<file path="src/rtl/rtmc_pkg.sv">
// rtmc_pkg: shared types and constants for the motor-controller register bus.
//   reg_arb_state_t : arbiter sequencing states (IDLE, ISSUE, WAIT, ACK)
//   REG_ERR_RDAT    : read word returned to an initiator when the responder
//                     never acknowledges within the timeout window
package rtmc_pkg;

  typedef enum logic [1:0] {
    IDLE  = 2'd0,
    ISSUE = 2'd1,
    WAIT  = 2'd2,
    ACK   = 2'd3
  } reg_arb_state_t;

  localparam logic [15:0] REG_ERR_RDAT = 16'hDEAD;

endpackage

</file>
<file path="src/rtl/rtmc_reg_arb.sv">
// rtmc_reg_arb: two-initiator round-robin arbiter in front of one register
// responder. Each granted access becomes a single-cycle r_wr/r_rd strobe;
// completion is returned as a one-cycle iN_ack pulse with iN_rdat.
// A bounded wait returns REG_ERR_RDAT and sets a sticky timeout_err.
//
// Ports:
//   clk, rst              clock, asynchronous active-high reset
//   iN_addr/wdat/wr/rd    initiator N request (held until iN_ack)
//   iN_rdat, iN_ack       initiator N completion (rdat is 0 while ack is low)
//   r_addr/r_wdat         registered address/data toward the responder
//   r_wr/r_rd             one-cycle responder strobes
//   r_rdat, r_ack         responder read data and completion pulse
//   err_clr, timeout_err  clear input and sticky timeout flag
module rtmc_reg_arb
  import rtmc_pkg::*;
#(
  parameter int ADDR_W      = 8,
  parameter int DATA_W      = 16,
  parameter int TIMEOUT_CYC = 15
) (
  input  logic              clk,
  input  logic              rst,
  input  logic [ADDR_W-1:0] i0_addr,
  input  logic [DATA_W-1:0] i0_wdat,
  input  logic              i0_wr,
  input  logic              i0_rd,
  output logic [DATA_W-1:0] i0_rdat,
  output logic              i0_ack,
  input  logic [ADDR_W-1:0] i1_addr,
  input  logic [DATA_W-1:0] i1_wdat,
  input  logic              i1_wr,
  input  logic              i1_rd,
  output logic [DATA_W-1:0] i1_rdat,
  output logic              i1_ack,
  output logic [ADDR_W-1:0] r_addr,
  output logic [DATA_W-1:0] r_wdat,
  output logic              r_wr,
  output logic              r_rd,
  input  logic [DATA_W-1:0] r_rdat,
  input  logic              r_ack,
  input  logic              err_clr,
  output logic              timeout_err
);

  // 9-bit compare so counter+1 never wraps against the limit
  localparam logic [8:0]        TO_LIMIT = 9'(TIMEOUT_CYC);
  localparam logic [DATA_W-1:0] ERR_WORD = DATA_W'(REG_ERR_RDAT);

  reg_arb_state_t    state_reg;
  logic              last_gnt_reg;  // 1 = i1 was granted last
  logic              gnt_reg;       // 0 = i0 owns the bus, 1 = i1
  logic [7:0]        cnt_reg;
  logic [DATA_W-1:0] rdat_q;

  logic req0, req1, pick_i1, pick_wr;
  logic to_hit, complete, timed_out;
  logic [DATA_W-1:0] done_data;

  assign req0 = i0_wr | i0_rd;
  assign req1 = i1_wr | i1_rd;

  // Lone requester wins; on a tie the initiator that was not granted last wins.
  assign pick_i1 = req1 & (~req0 | ~last_gnt_reg);
  // wr dominates rd when both are raised together
  assign pick_wr = pick_i1 ? i1_wr : i0_wr;

  // Completion decision for the current ISSUE/WAIT cycle. An ack always
  // beats a timeout landing in the same cycle. ISSUE only times out when
  // the window is a single cycle long.
  always_comb begin
    to_hit    = 1'b0;
    complete  = 1'b0;
    timed_out = 1'b0;
    done_data = r_rdat;
    if (state_reg == ISSUE) begin
      to_hit = (TO_LIMIT <= 9'd1);
    end else if (state_reg == WAIT) begin
      to_hit = ({1'b0, cnt_reg} + 9'd1) >= TO_LIMIT;
    end
    if (state_reg == ISSUE || state_reg == WAIT) begin
      if (r_ack) begin
        complete = 1'b1;
      end else if (to_hit) begin
        complete  = 1'b1;
        timed_out = 1'b1;
        done_data = ERR_WORD;
      end
    end
  end

  always_ff @(posedge clk or posedge rst) begin
    if (rst) begin
      state_reg    <= IDLE;
      last_gnt_reg <= 1'b1;
      gnt_reg      <= 1'b0;
      cnt_reg      <= '0;
      rdat_q       <= '0;
      r_addr       <= '0;
      r_wdat       <= '0;
      r_wr         <= 1'b0;
      r_rd         <= 1'b0;
      i0_ack       <= 1'b0;
      i1_ack       <= 1'b0;
      i0_rdat      <= '0;
      i1_rdat      <= '0;
      timeout_err  <= 1'b0;
    end else begin
      // Pulsed outputs default low; only the transitions below raise them.
      r_wr    <= 1'b0;
      r_rd    <= 1'b0;
      i0_ack  <= 1'b0;
      i1_ack  <= 1'b0;
      i0_rdat <= '0;
      i1_rdat <= '0;

      // Clear first so a timeout in the same cycle still leaves the flag set.
      if (err_clr) timeout_err <= 1'b0;

      case (state_reg)
        IDLE: begin
          if (req0 | req1) begin
            gnt_reg      <= pick_i1;
            last_gnt_reg <= pick_i1;
            r_addr       <= pick_i1 ? i1_addr : i0_addr;
            r_wdat       <= pick_i1 ? i1_wdat : i0_wdat;
            // The strobe flops hold the latched op; they are high exactly
            // for the ISSUE cycle.
            r_wr         <= pick_wr;
            r_rd         <= ~pick_wr;
            state_reg    <= ISSUE;
          end
        end

        ISSUE, WAIT: begin
          cnt_reg <= (state_reg == ISSUE) ? 8'd1 : cnt_reg + 8'd1;
          if (complete) begin
            rdat_q <= done_data;
            // Ack and data are raised on entry to ACK so they are registered.
            if (gnt_reg) begin
              i1_ack  <= 1'b1;
              i1_rdat <= done_data;
            end else begin
              i0_ack  <= 1'b1;
              i0_rdat <= done_data;
            end
            if (timed_out) timeout_err <= 1'b1;
            state_reg <= ACK;
          end else begin
            state_reg <= WAIT;
          end
        end

        ACK: begin
          // r_ack here or later belongs to an abandoned/finished access.
          state_reg <= IDLE;
        end

        default: state_reg <= IDLE;
      endcase
    end
  end

endmodule

</file>
<file path="config.mk">
export PLATFORM = sky130hd
export DESIGN_NAME = rtmc_reg_arb
export DESIGN_NICKNAME = d
export VERILOG_FILES = /design/src/rtl/rtmc_pkg.sv /design/src/rtl/rtmc_reg_arb.sv
export SDC_FILE = /design/constraint.sdc
export NUM_CORES = 1
export LEC_CHECK = 0
export CORE_MARGIN = 2
export CORE_UTILIZATION = 43
export CTS_CLUSTER_DIAMETER = 100
export DETAILED_ROUTE_END_ITERATION = 16
export PLACE_DENSITY = 0.8
export RECOVER_POWER = 50
export SLEW_MARGIN = 20
export SYNTH_ARGS = -nofsm -noshare
export SYNTH_HDL_FRONTEND = slang
export SYNTH_SLANG_ARGS = --single-unit
</file>
<file path="constraint.sdc">
create_clock -name clk -period 2.8 [get_ports clk]
set_input_delay 0.56 -clock clk [delete_from_list [all_inputs] [get_ports clk]]
set_output_delay 0.56 -clock clk [all_outputs]
set_load 0.03 [all_outputs]
</file>
# Word level (Yosys, flattened, before mapping)
# Index checks and enable logic that the tools add are counted.
dict set report totals {
  reg_bits 73
  inputBits 72
  output_inout_bits 61
  wordCells 69
}
dict set report op_classes {
  add_sub_neg 2
  magnitude_cmp 1
  eq_ne 4
  muxes 37
  n_bitwise 8
  reduce_logical 4
}
# cell n
set ops {}
lappend ops {{16-bit 2-to-1 mux} 10}
lappend ops {{1-bit 2-to-1 mux} 23}
lappend ops {{8-bit 2-to-1 mux} 2}
lappend ops {{8-bit by 1-bit adder with 9-bit output (second input constant)} 1}
lappend ops {{9-bit by 4-bit >= comparator with 1-bit output (second input constant)} 1}
lappend ops {{8-bit by 1-bit adder with 8-bit output (second input constant)} 1}
lappend ops {{2-bit one-hot mux with 3 select lines} 1}
lappend ops {{2-bit equality test (second input constant)} 2}
lappend ops {{1-bit bitwise OR} 4}
lappend ops {{1-bit NOT} 3}
lappend ops {{2-bit by 1-bit equality test with 1-bit output (second input constant)} 1}
lappend ops {{2-bit logical NOT} 1}
lappend ops {{2-bit 2-to-1 mux} 1}
lappend ops {{2-bit inequality test (second input constant)} 1}
lappend ops {{2-bit AND reduction} 1}
lappend ops {{2-bit OR reduction} 1}
lappend ops {{1-bit AND} 1}
lappend ops {{1-bit logical OR} 1}

# Depth between registers and ports, before layout
# Gate-level depths: netlist of the first run.
dict set report depth {
  depth_word 10
  mapped_depth 8
  mapped_depth_nobuf 7
}

# Worst setup path before layout of the first run
# Ideal clock, no wire load.
dict set report synth_path {
  path_kind {flip-flop to flip-flop}
  from {register cnt_reg[0]}
  to {register i0_rdat[0]}
  setup_ns 0.065
  arrival_ns 1.885
  required_ns 2.735
  setup_slack_ns 0.850
  path_stages_with_launch 9
  n_path_buf 1
  period_less_slack_ns 1.950
  path_cell_list {dfrtp_1 > inv_1 > ha_1 > o21bai_1 > a221oi_1 > a211o_1 > a2111oi_4 > buf_6 > a21o_1}
}
dict set report synth_via {
  elab_chain_len 10
  elab_cells_between_ends 13
  classes_between {add/sub: 1; order compare: 1; mux: 11}
}
# item line
set synth_lines {}
lappend synth_lines {{start: declaration} rtmc_reg_arb.sv:52} ;# logic [7:0] cnt_reg;
lappend synth_lines {{start signal: assignment} rtmc_reg_arb.sv:135} ;# cnt_reg <= (state_reg == ISSUE) ? 8'd1 : cnt_reg + 8'd1;
lappend synth_lines {{8-bit by 1-bit adder with 9-bit output (*)} rtmc_reg_arb.sv:78} ;# to_hit = ({1'b0, cnt_reg} + 9'd1) >= TO_LIMIT;
lappend synth_lines {{9-bit by 4-bit >= comparator with 1-bit output (*)} rtmc_reg_arb.sv:78}
lappend synth_lines {{1-bit 2-to-1 mux (*)} rtmc_reg_arb.sv:77} ;# end else if (state_reg == WAIT) begin
lappend synth_lines {{1-bit 2-to-1 mux (*)} rtmc_reg_arb.sv:75} ;# if (state_reg == ISSUE) begin
lappend synth_lines {{16-bit 2-to-1 mux} rtmc_reg_arb.sv:83} ;# end else if (to_hit) begin
lappend synth_lines {{16-bit 2-to-1 mux} rtmc_reg_arb.sv:81} ;# if (r_ack) begin
lappend synth_lines {{16-bit 2-to-1 mux} rtmc_reg_arb.sv:80} ;# if (state_reg == ISSUE || state_reg == WAIT) begin
lappend synth_lines {{16-bit 2-to-1 mux} rtmc_reg_arb.sv:139} ;# if (gnt_reg) begin
lappend synth_lines {{16-bit 2-to-1 mux (*)} rtmc_reg_arb.sv:136} ;# if (complete) begin
lappend synth_lines {{16-bit 2-to-1 mux (*)} rtmc_reg_arb.sv:119} ;# case (state_reg)
lappend synth_lines {{end signal: assignment} rtmc_reg_arb.sv:144} ;# i0_rdat <= done_data;
lappend synth_lines {{end: declaration} rtmc_reg_arb.sv:27} ;# output logic [DATA_W-1:0] i0_rdat,
# Mark *: on every way between the ends. The rest lies on a longest branch, timed or not.
# A chain may end at the register's enable or synchronous reset.

# Worst setup path in the final report of the first run
dict set report layout_path {
  from {register cnt_reg[0]}
  to {register i1_rdat[0]}
}
dict set report layout_via {
  elab_chain_len 10
  elab_cells_between_ends 13
  classes_between {add/sub: 1; order compare: 1; mux: 11}
}
# item line
set layout_lines {}
lappend layout_lines {{8-bit by 1-bit adder with 9-bit output (*)} rtmc_reg_arb.sv:78}
lappend layout_lines {{9-bit by 4-bit >= comparator with 1-bit output (*)} rtmc_reg_arb.sv:78}
lappend layout_lines {{1-bit 2-to-1 mux (*)} rtmc_reg_arb.sv:77}
lappend layout_lines {{1-bit 2-to-1 mux (*)} rtmc_reg_arb.sv:75}
lappend layout_lines {{16-bit 2-to-1 mux} rtmc_reg_arb.sv:83}
lappend layout_lines {{16-bit 2-to-1 mux} rtmc_reg_arb.sv:81}
lappend layout_lines {{16-bit 2-to-1 mux} rtmc_reg_arb.sv:80}
lappend layout_lines {{16-bit 2-to-1 mux} rtmc_reg_arb.sv:139}
lappend layout_lines {{16-bit 2-to-1 mux (*)} rtmc_reg_arb.sv:136}
lappend layout_lines {{16-bit 2-to-1 mux (*)} rtmc_reg_arb.sv:119}
lappend layout_lines {{end signal: assignment} rtmc_reg_arb.sv:141} ;# i1_rdat <= done_data;
lappend layout_lines {{end: declaration} rtmc_reg_arb.sv:33} ;# output logic [DATA_W-1:0] i1_rdat,
# Marked as above.

==> impl_metrics.ini, run 1 <==
[critical_path]
crit_cells = 7
r2r_setup_slack_ns = 0.50
cp_max_fo = 11
cpLargestDelayFamily = compound AO/OA/AOI/OAI gates
critPathLaunch = cnt_reg[0]$_DFFE_PP0P_
worstReg2RegStart = cnt_reg[0]$_DFFE_PP0P_
critPathCaptureType = flip-flop
reg2reg_to = i1_rdat[0]$_DFF_PP0_
cp_data_required_time_ns = 3.09
cp_slowest_cell = a211oi_2
critPathMaxStageDelay_ns = 0.66
rr_worst_depth = 7
criticalPathCategory = flip-flop to flip-flop
critPathBufInv = 1
crit_arrival_ns = 2.58
cp-start-kind = flip-flop
path_cells = inv_1 > ha_1 > o21bai_1 > a221oi_1 > a211o_1 > a211oi_2 > a21o_1

[sta]
period_needed_ns = 2.30
setup_viol = 0
skew_ns = 0.00919
tns_ns = 0
drv_slew = 0
fin_hold_ws_ns = 0.479
max_clock_freq_ghz = 0.435
grt_setup_unrepaired = false
slew_headroom_pct = 46.1
worst_pin_slew_ns = 0.809
fin_crit_sh_pct = 82.0
finalHoldViolCount = 0

[yosys]
ys_seq_area_share_pct = 55.8
syn_area_sq_um = 3270
ys_ff_latch = 73
avgSynthCellArea_sq_um = 10.9
ys_warn_count = 0
syn_nets = 378
synth.distinct_cells = 40
synth_cells = 300

[floorplanning]
start_util_pct = 44.7
std_cell_rows = 31
ios = 133
die_h_microns = 91.3
core_sq_um = 7330
dieArea_sq_um = 8330
chipWidth_microns = 91.3

[layout]
finalNetCount = 511
layout_common_cells = clkdlybuf4s50_1 (124), dfrtp_1 (72), nand2_1 (38)
drive_gt1_share_pct = 7.99
nFillCells = 552
n_antenna_cell = 0
area_growth_pct = 49.1
top_regs = i0_rdat (16), i1_rdat (16), r_wdat (16)
layout_commonest_cell = clkdlybuf4s50_1

[clocking]
clockBufferDepth = 2
ctsRootBufferMaster = clkbuf_8
post_cts_buffers = 0
htree_levels = 3
cts_tree = done
clk_latency_ns = 0.35
cts.sinks = 73
cts_buffers = 9
hold_buffers = 0
path_clk_slew_ns = 0.08
cts_resized = 0

[hold_path]
hold_path_end = r_wdat[7]$_DFFE_PP0P_
min-delay-start = r_wdat[7]$_DFFE_PP0P_
hp-class = flip-flop to flip-flop
hold_path_depth = 2

[grt]
grt_pass1_vias = 2643
track_usage_pct = 19.6
overflow = 0
grt_pass1_wl_microns = 12700
grt_max_degree = 35
antenna_found_initial = 0

[pwr]
p_leak_nw = 2.36
pwr_density_cell_nw_per_um2 = 1040
vdd_drop_max_v = 0.000534

[detailed_routing]
vias = 2632
drtIter0Drc = 111
first_pass_iters = 5
vias_per_cell = 4.90
totalWireLength_microns = 7650
wire_per_inst_microns = 14.2
ant_nets = 0
drc = 0

[place]
io_buffers = 132
dp_hpwl_microns = 5760
gp_congestion = 0.846

[run]
drv_cap = 0

[status]
outcome = completed
==> cell type report <==
cell class / instances / area [sq um] / share of cell area [%]
clock buffer: 9 / 124 / 2.54
timing repair buffer: 141 / 1380 / 28.2
tap: 99 / 124 / 2.54
sequential: 73 / 1830 / 37.4
clock inverter: 7 / 80.1 / 1.64
multi-input combinational: 196 / 1310 / 26.8
inverter: 12 / 45.0 / 0.923
==> kinds of logic after synthesis <==
| kind of cell | after synthesis | share of synthesized area (%) |
|---|---|---|
| buf+inv | 31 | 4.62 |
| mux | 28 | 8.67 |
| simple gates | 81 | 12.1 |
| xor+xnor | 2 | 0.535 |
| flops | 73 | 55.8 |
| compound gates | 79 | 16.0 |
| fa+ha+maj | 6 | 2.29 |
==> cell usage after synthesis <==
cell type  instances  area (sq um)
a21o_2             2          17.5
a21oi_1            5          25.0
a211o_1            1          8.76
dfrtp_1           72          1800
o21ai_0           33           165
nand3b_1           1          7.51
o22ai_1            8          50.1
nand4_1            3          18.8
buf_2              4          20.0
and3_1             4          25.0
a22oi_2            1          12.5
a31oi_1            1          6.26
nor3b_1            1          7.51
nand3_1            4          20.0
dfstp_2            1          26.3
xor2_1             2          17.5
mux2_2             3          33.8
buf_6              3          33.8
mux2i_1           25           250
and2b_1            1          7.51
ha_1               6          75.1
clkbuf_1          10          37.5
nor2_1             9          33.8
a2111oi_4          1          27.5
nor2b_1            2          12.5
nor4_1             1          6.26
nand2b_1           3          18.8
o21a_1             1          7.51
o21bai_1           2          15.0
or2b_2             1          8.76
inv_1             12          45.0
nand2_1           38           143
buf_4              2          15.0
a311oi_1           1          8.76
a211oi_2           1          12.5
and3_2             1          7.51
a221oi_1           1          8.76
and4_2             1          10.0
and2_1            11          68.8
a21o_1            21           158
==> layer usage <==
layer,vias up,routed length [microns],GRT usage [%]
li1,1298,-,-
met1,1205,3090,22.5
met2,115,3640,32.3
met3,14,753,7.88
met4,0,163,8.59
met5,-,0,0
==> where the power goes <==
group          switching [mW]  leakage (nW)  internal, mW  total, mW
clock                   0.423         0.101         0.420      0.843
combinational            1.46          1.31          1.09       2.54
sequential              0.266         0.949          1.44       1.70
total                    2.15          2.36          2.95       5.09
==> stage by stage <==
| stage | utilization, % | cells | instance area (sq um) | power [mW] | worst slack [ns] |
|---|---|---|---|---|---|
| 2_1_floorplan | - | 300 | 3270 | 3.36 | 0.388 |
| 3_3_place_gp | 64.0 | 521 | 4690 | 4.25 | 0.577 |
| 3_5_place_dp | 64.0 | 521 | 4690 | 4.32 | 0.542 |
| 4_1_cts | 66.8 | 537 | 4900 | 5.17 | 0.509 |
| 5_1_grt | 66.6 | 537 | 4880 | 5.44 | 0.252 |
| 6_report | 66.6 | 537 | 4880 | 5.09 | 0.503 |
==> how the worst max path moves through the flow <==
stage / endpoint / slack (ns)
2_1_floorplan: cnt_reg[0]$_DFFE_PP0P_ / 0.39
3_3_place_gp: i1_rdat[12]$_DFF_PP0_ / 0.58
3_5_place_dp: i1_rdat[0]$_DFF_PP0_ / 0.54
4_1_cts: i1_rdat[0]$_DFF_PP0_ / 0.51
5_1_grt: gnt_reg$_DFFE_PP0P_ / 0.25
6_report: i1_rdat[0]$_DFF_PP0_ / 0.50
==> tightest hold or removal path, stage by stage, from the launching register on <==
cell and delay, ns:
dfrtp_1 0.35, nand2_1 0.04, o21ai_0 0.06
Note: power is estimated with default switching activity, not from simulation.
==> inputs of run 2 (changes only) <==
==> constraint.sdc (replaced) <==
create_clock -name clk -period 2.4 [get_ports clk]
set_input_delay 0.48 -clock clk [delete_from_list [all_inputs] [get_ports clk]]
set_output_delay 0.48 -clock clk [all_outputs]
set_load 0.03 [all_outputs]
==> impl_metrics.ini, run 2 (synthesis gave the netlist of run 1 again) <==
[sta]
fin_hold_ws_ns = 0.482
skew_ns = 0.00880
drv_slew = 0
setup_viol = 0
grt_setup_unrepaired = false
worst_pin_slew_ns = 1.25
max_clock_freq_ghz = 0.458
fin_crit_sh_pct = 90.9
tns_ns = 0
fin_ws_ns = 0.219
finalHoldViolCount = 0
slew_headroom_pct = 16.8
period_needed_ns = 2.18

[grt]
overflow = 0
antenna_found_initial = 0
grt_max_degree = 53
grt_pass1_vias = 2771
track_usage_pct = 19.6
grt_pass1_wl_microns = 13000

[detailed_routing]
ant_nets = 0
first_pass_iters = 4
drtIter0Drc = 107
drc = 0
wire_per_inst_microns = 14.4
vias_per_cell = 5.08
vias = 2736
totalWireLength_microns = 7740

[clocking]
cts_buffers = 9
ctsRootBufferMaster = clkbuf_8
cts.sinks = 73
hold_buffers = 0
path_clk_slew_ns = 0.08
clk_latency_ns = 0.34
clockBufferDepth = 2
htree_levels = 3
cts_tree = done
post_cts_buffers = 0

[critical_path]
crit_arrival_ns = 2.46
criticalPathCategory = flip-flop to flip-flop
cp_max_fo = 11
cp-start-kind = flip-flop
critPathCaptureType = flip-flop
cp_data_required_time_ns = 2.68

[layout]
finalNetCount = 513
final_area_sq_um = 4920
finalNonFillerCells = 539
top_regs = i0_rdat (16), i1_rdat (16), r_wdat (16)
area_growth_pct = 50.2
utilization_pct = 67.1
layout_commonest_cell = clkdlybuf4s50_1
n_antenna_cell = 0
layout_common_cells = clkdlybuf4s50_1 (122), dfrtp_1 (71), nand2_1 (38)
drive_gt1_share_pct = 8.86

[pwr]
pwr_density_cell_nw_per_um2 = 1220
total_power_mw = 6.02
p_leak_nw = 2.38
vdd_drop_max_v = 0.000605

[place]
gp_congestion = 0.889
pre_cts_ws_ns = 0.158
dp_cells = 523
dp_hpwl_microns = 5720
io_buffers = 132
placed_area_sq_um = 4730

[floorplanning]
start_util_pct = 44.7
dieArea_sq_um = 8330
core_sq_um = 7330
die_h_microns = 91.3
chipWidth_microns = 91.3
ios = 133
std_cell_rows = 31

[hold_path]
hp-class = flip-flop to flip-flop

[run]
drv_cap = 0

[status]
outcome = completed
-- run 2: cell count changes in the layout (fill, tap and decap cells not counted), sizes merged --
cell / delta
clkdlybuf4s50: -2
inv: +1
dlygate4sd3: +2
buf: +2
clkinv: -1
-- run 2: repair_timing --
action	CTS	global route
endpoints found under the setup margin	0	11
gates resized for setup	0	2
endpoints found under the hold margin	0	0
-- run 2: path summary, 6_finish.rpt --
path | startpoint | to | slack (ns) | cells after the start
max | cnt_reg[0]$_DFFE_PP0P_ | i0_rdat[2]$_DFF_PP0_ | 0.22 | 9
min | r_addr[7]$_DFFE_PP0P_ | r_addr[7]$_DFFE_PP0P_ | 0.48 | 2
max reg2reg | cnt_reg[0]$_DFFE_PP0P_ | i0_rdat[2]$_DFF_PP0_ | 0.22 | 9
min reg2reg | r_addr[7]$_DFFE_PP0P_ | r_addr[7]$_DFFE_PP0P_ | 0.48 | 2
max in group asynchronous | rst | cnt_reg[0]$_DFFE_PP0P_ | 0.59 | 3
min in group asynchronous | rst | r_wdat[12]$_DFFE_PP0P_ | 0.98 | 3
-- run 2: layout make-up --
cell class	count	area, sq um
Clock buffer	9	124
Clock inverter	7	77.6
Fill cell	570	2410
Inverter	12	45.0
Multi-Input combinational cell	196	1310
Sequential cell	73	1830
Tap cell	99	124
Timing Repair Buffer	143	1410
-- run 2: critical path, stage by stage, from the launching register on --
cell,delay (ns)
dfrtp_2,0.43
inv_1,0.06
ha_1,0.30
o21bai_1,0.13
a221oi_1,0.09
a211o_1,0.33
buf_4,0.16
a2111oi_4,0.27
buf_4,0.23
a21o_1,0.11
-- run 2: layer usage --
layer / track usage [%] / vias up / part of all wire (%)
met1: 23.0 / 1293 / 40
li1: - / 1301 / -
met5: 0 / - / 0
met3: 7.80 / 12 / 11
met2: 33.2 / 130 / 49
met4: 5.93 / 0 / 1.3
-- run 2: power by group --
| group | switching [mW] | total, mW | leakage (nW) | internal [mW] |
|---|---|---|---|---|
| clock network | 0.485 | 0.973 | 0.100 | 0.489 |
| logic | 1.73 | 3.06 | 1.33 | 1.32 |
| registers | 0.311 | 1.99 | 0.948 | 1.68 |
==> inputs of run 3 (changes only) <==
--- a/config.mk
+++ b/config.mk
@@ -5,6 +5,7 @@
 export SDC_FILE = /design/constraint.sdc
 export NUM_CORES = 1
 export LEC_CHECK = 0
+export CORE_ASPECT_RATIO = 1.1
 export CORE_MARGIN = 2
 export CORE_UTILIZATION = 43
 export CTS_CLUSTER_DIAMETER = 100
==> impl_metrics.ini, run 3 (synthesis gave the netlist of run 1 again) <==
[critical_path]
cp_max_fo = 11
critPathCaptureType = flip-flop
critPathLaunch = cnt_reg[0]$_DFFE_PP0P_
criticalPathCategory = flip-flop to flip-flop
cp-start-kind = flip-flop
crit_arrival_ns = 2.52
cp_data_required_time_ns = 2.69
worstReg2RegStart = cnt_reg[0]$_DFFE_PP0P_

[layout]
top_regs = i0_rdat (16), i1_rdat (16), r_wdat (16)
layout_common_cells = clkdlybuf4s50_1 (117), dfrtp_1 (72), nand2_1 (38)
n_antenna_cell = 0
drive_gt1_share_pct = 7.59
area_growth_pct = 49.2
finalNonFillerCells = 522
multi_input_area_sq_um = 1310
nFillCells = 596
regArea_sq_um = 1830
layout_commonest_cell = clkdlybuf4s50_1
finalNetCount = 508

[floorplanning]
core_sq_um = 7430
dieArea_sq_um = 8330
start_util_pct = 44.1
chipWidth_microns = 87.2
die_h_microns = 95.5
ios = 133
std_cell_rows = 33

[clocking]
hold_buffers = 0
path_clk_slew_ns = 0.08
post_cts_buffers = 0
clockBufferDepth = 2
ctsRootBufferMaster = clkbuf_8
cts_tree = done
cts.sinks = 73
htree_levels = 3
clk_latency_ns = 0.35
cts_buffers = 9

[status]
outcome = finished, violations left
violations = capacitance limit, slew limit

[grt]
antenna_found_initial = 0
grtUsageMet2_pct = 32.2
busiest_layer = met2
track_usage_pct = 19.8
overflow = 0
grt_pass1_wl_microns = 12600
grt_max_degree = 74
grt_pass1_vias = 2728
gr-usage-met3_pct = 9.09
grt_use_met1_pct = 22.6

[detailed_routing]
wire_per_inst_microns = 14.9
vias_per_cell = 5.20
vias = 2717
first_pass_iters = 4
drc = 0
ant_nets = 0
drtIter0Drc = 147
totalWireLength_microns = 7800

[sta]
skew_ns = 0.0100
fin_ws_ns = 0.167
fin_crit_sh_pct = 93.0
finalHoldViolCount = 0
period_needed_ns = 2.23
worst_pin_slew_ns = 1.58
setup_viol = 0
drv_slew = 74
tns_ns = 0
slew_headroom_pct = -5.36
max_clock_freq_ghz = 0.448

[place]
dp_cells = 506
dp_hpwl_microns = 5550
gp_congestion = 0.837
io_buffers = 132
pre_cts_ws_ns = 0.00927

[hold_path]
hp-class = flip-flop to flip-flop
min-delay-start = r_wdat[4]$_DFFE_PP0P_

[pwr]
pwr_density_cell_nw_per_um2 = 1250
total_power_mw = 6.09
vdd_drop_max_v = 0.000742
p_leak_nw = 2.38

[run]
drv_cap = 1
run 3: cell types whose count changed in the layout (fill, tap and decap cells not counted), moves of 4 or more:
cell and delta:
and2_1 +4, buf_4 -5, and2_0 -4, dlygate4sd3_1 +5, clkdlybuf4s50_1 -5
run 3: area by class of cell:
cell class                 count  area share [%]
sequential                    73            37.4
multi-input combinational    196            26.9
timing repair buffer         138            28.0
clock inverter                 7            2.05
tap                           87            2.23
clock buffer                   9            2.54
inverter                      12           0.922
run 3: path summary, 6_finish.rpt:
path | endpoint | slack, ns | cells past startpoint
max in group asynchronous | i1_rdat[14]$_DFF_PP0_ | 0.46 | 3
min in group asynchronous | r_wdat[12]$_DFFE_PP0P_ | 0.98 | 3
worst min register to register | r_wdat[4]$_DFFE_PP0P_ | 0.48 | 2
worst min-delay path | r_wdat[4]$_DFFE_PP0P_ | 0.48 | 2
worst max register to register | i1_rdat[14]$_DFF_PP0_ | 0.17 | 7
worst max-delay path | i1_rdat[14]$_DFF_PP0_ | 0.17 | 7
run 3: through the flow:
step	util [%]	hold WS (ns)	instance area, sq um
6_report	65.7	0.483	4890
5_1_grt	65.7	0.506	4890
4_1_cts	66.0	0.488	4900
3_5_place_dp	63.0	0.470	4680
3_3_place_gp	63.0	0.462	4680
2_1_floorplan	-	0.478	3270
run 3: timing repair:
item,CTS,global route
hold endpoints to repair,0,0
resized for setup,0,1
setup endpoints to repair,0,11
run 3: critical path, cell delays in order, from the launching register on:
cell	delay, ns
dfrtp_1	0.49
inv_1	0.08
ha_1	0.31
o21bai_1	0.13
a221oi_1	0.11
a211o_1	0.37
a211oi_4	0.54
a21o_1	0.15
run 3: per-layer routing:
layer / wire length, microns / part of all wire (%)
met2: 3850 / 49
met1: 3070 / 39
met3: 766 / 9.8
met4: 113 / 1.4
met5: 0 / 0
run 3: where the power goes:
| group | switching [mW] | internal, mW | leakage, nW |
|---|---|---|---|
| clock network | 0.488 | 0.594 | 0.114 |
| logic | 1.74 | 1.27 | 1.32 |
| registers | 0.312 | 1.68 | 0.949 |
| total | 2.54 | 3.54 | 2.38 |
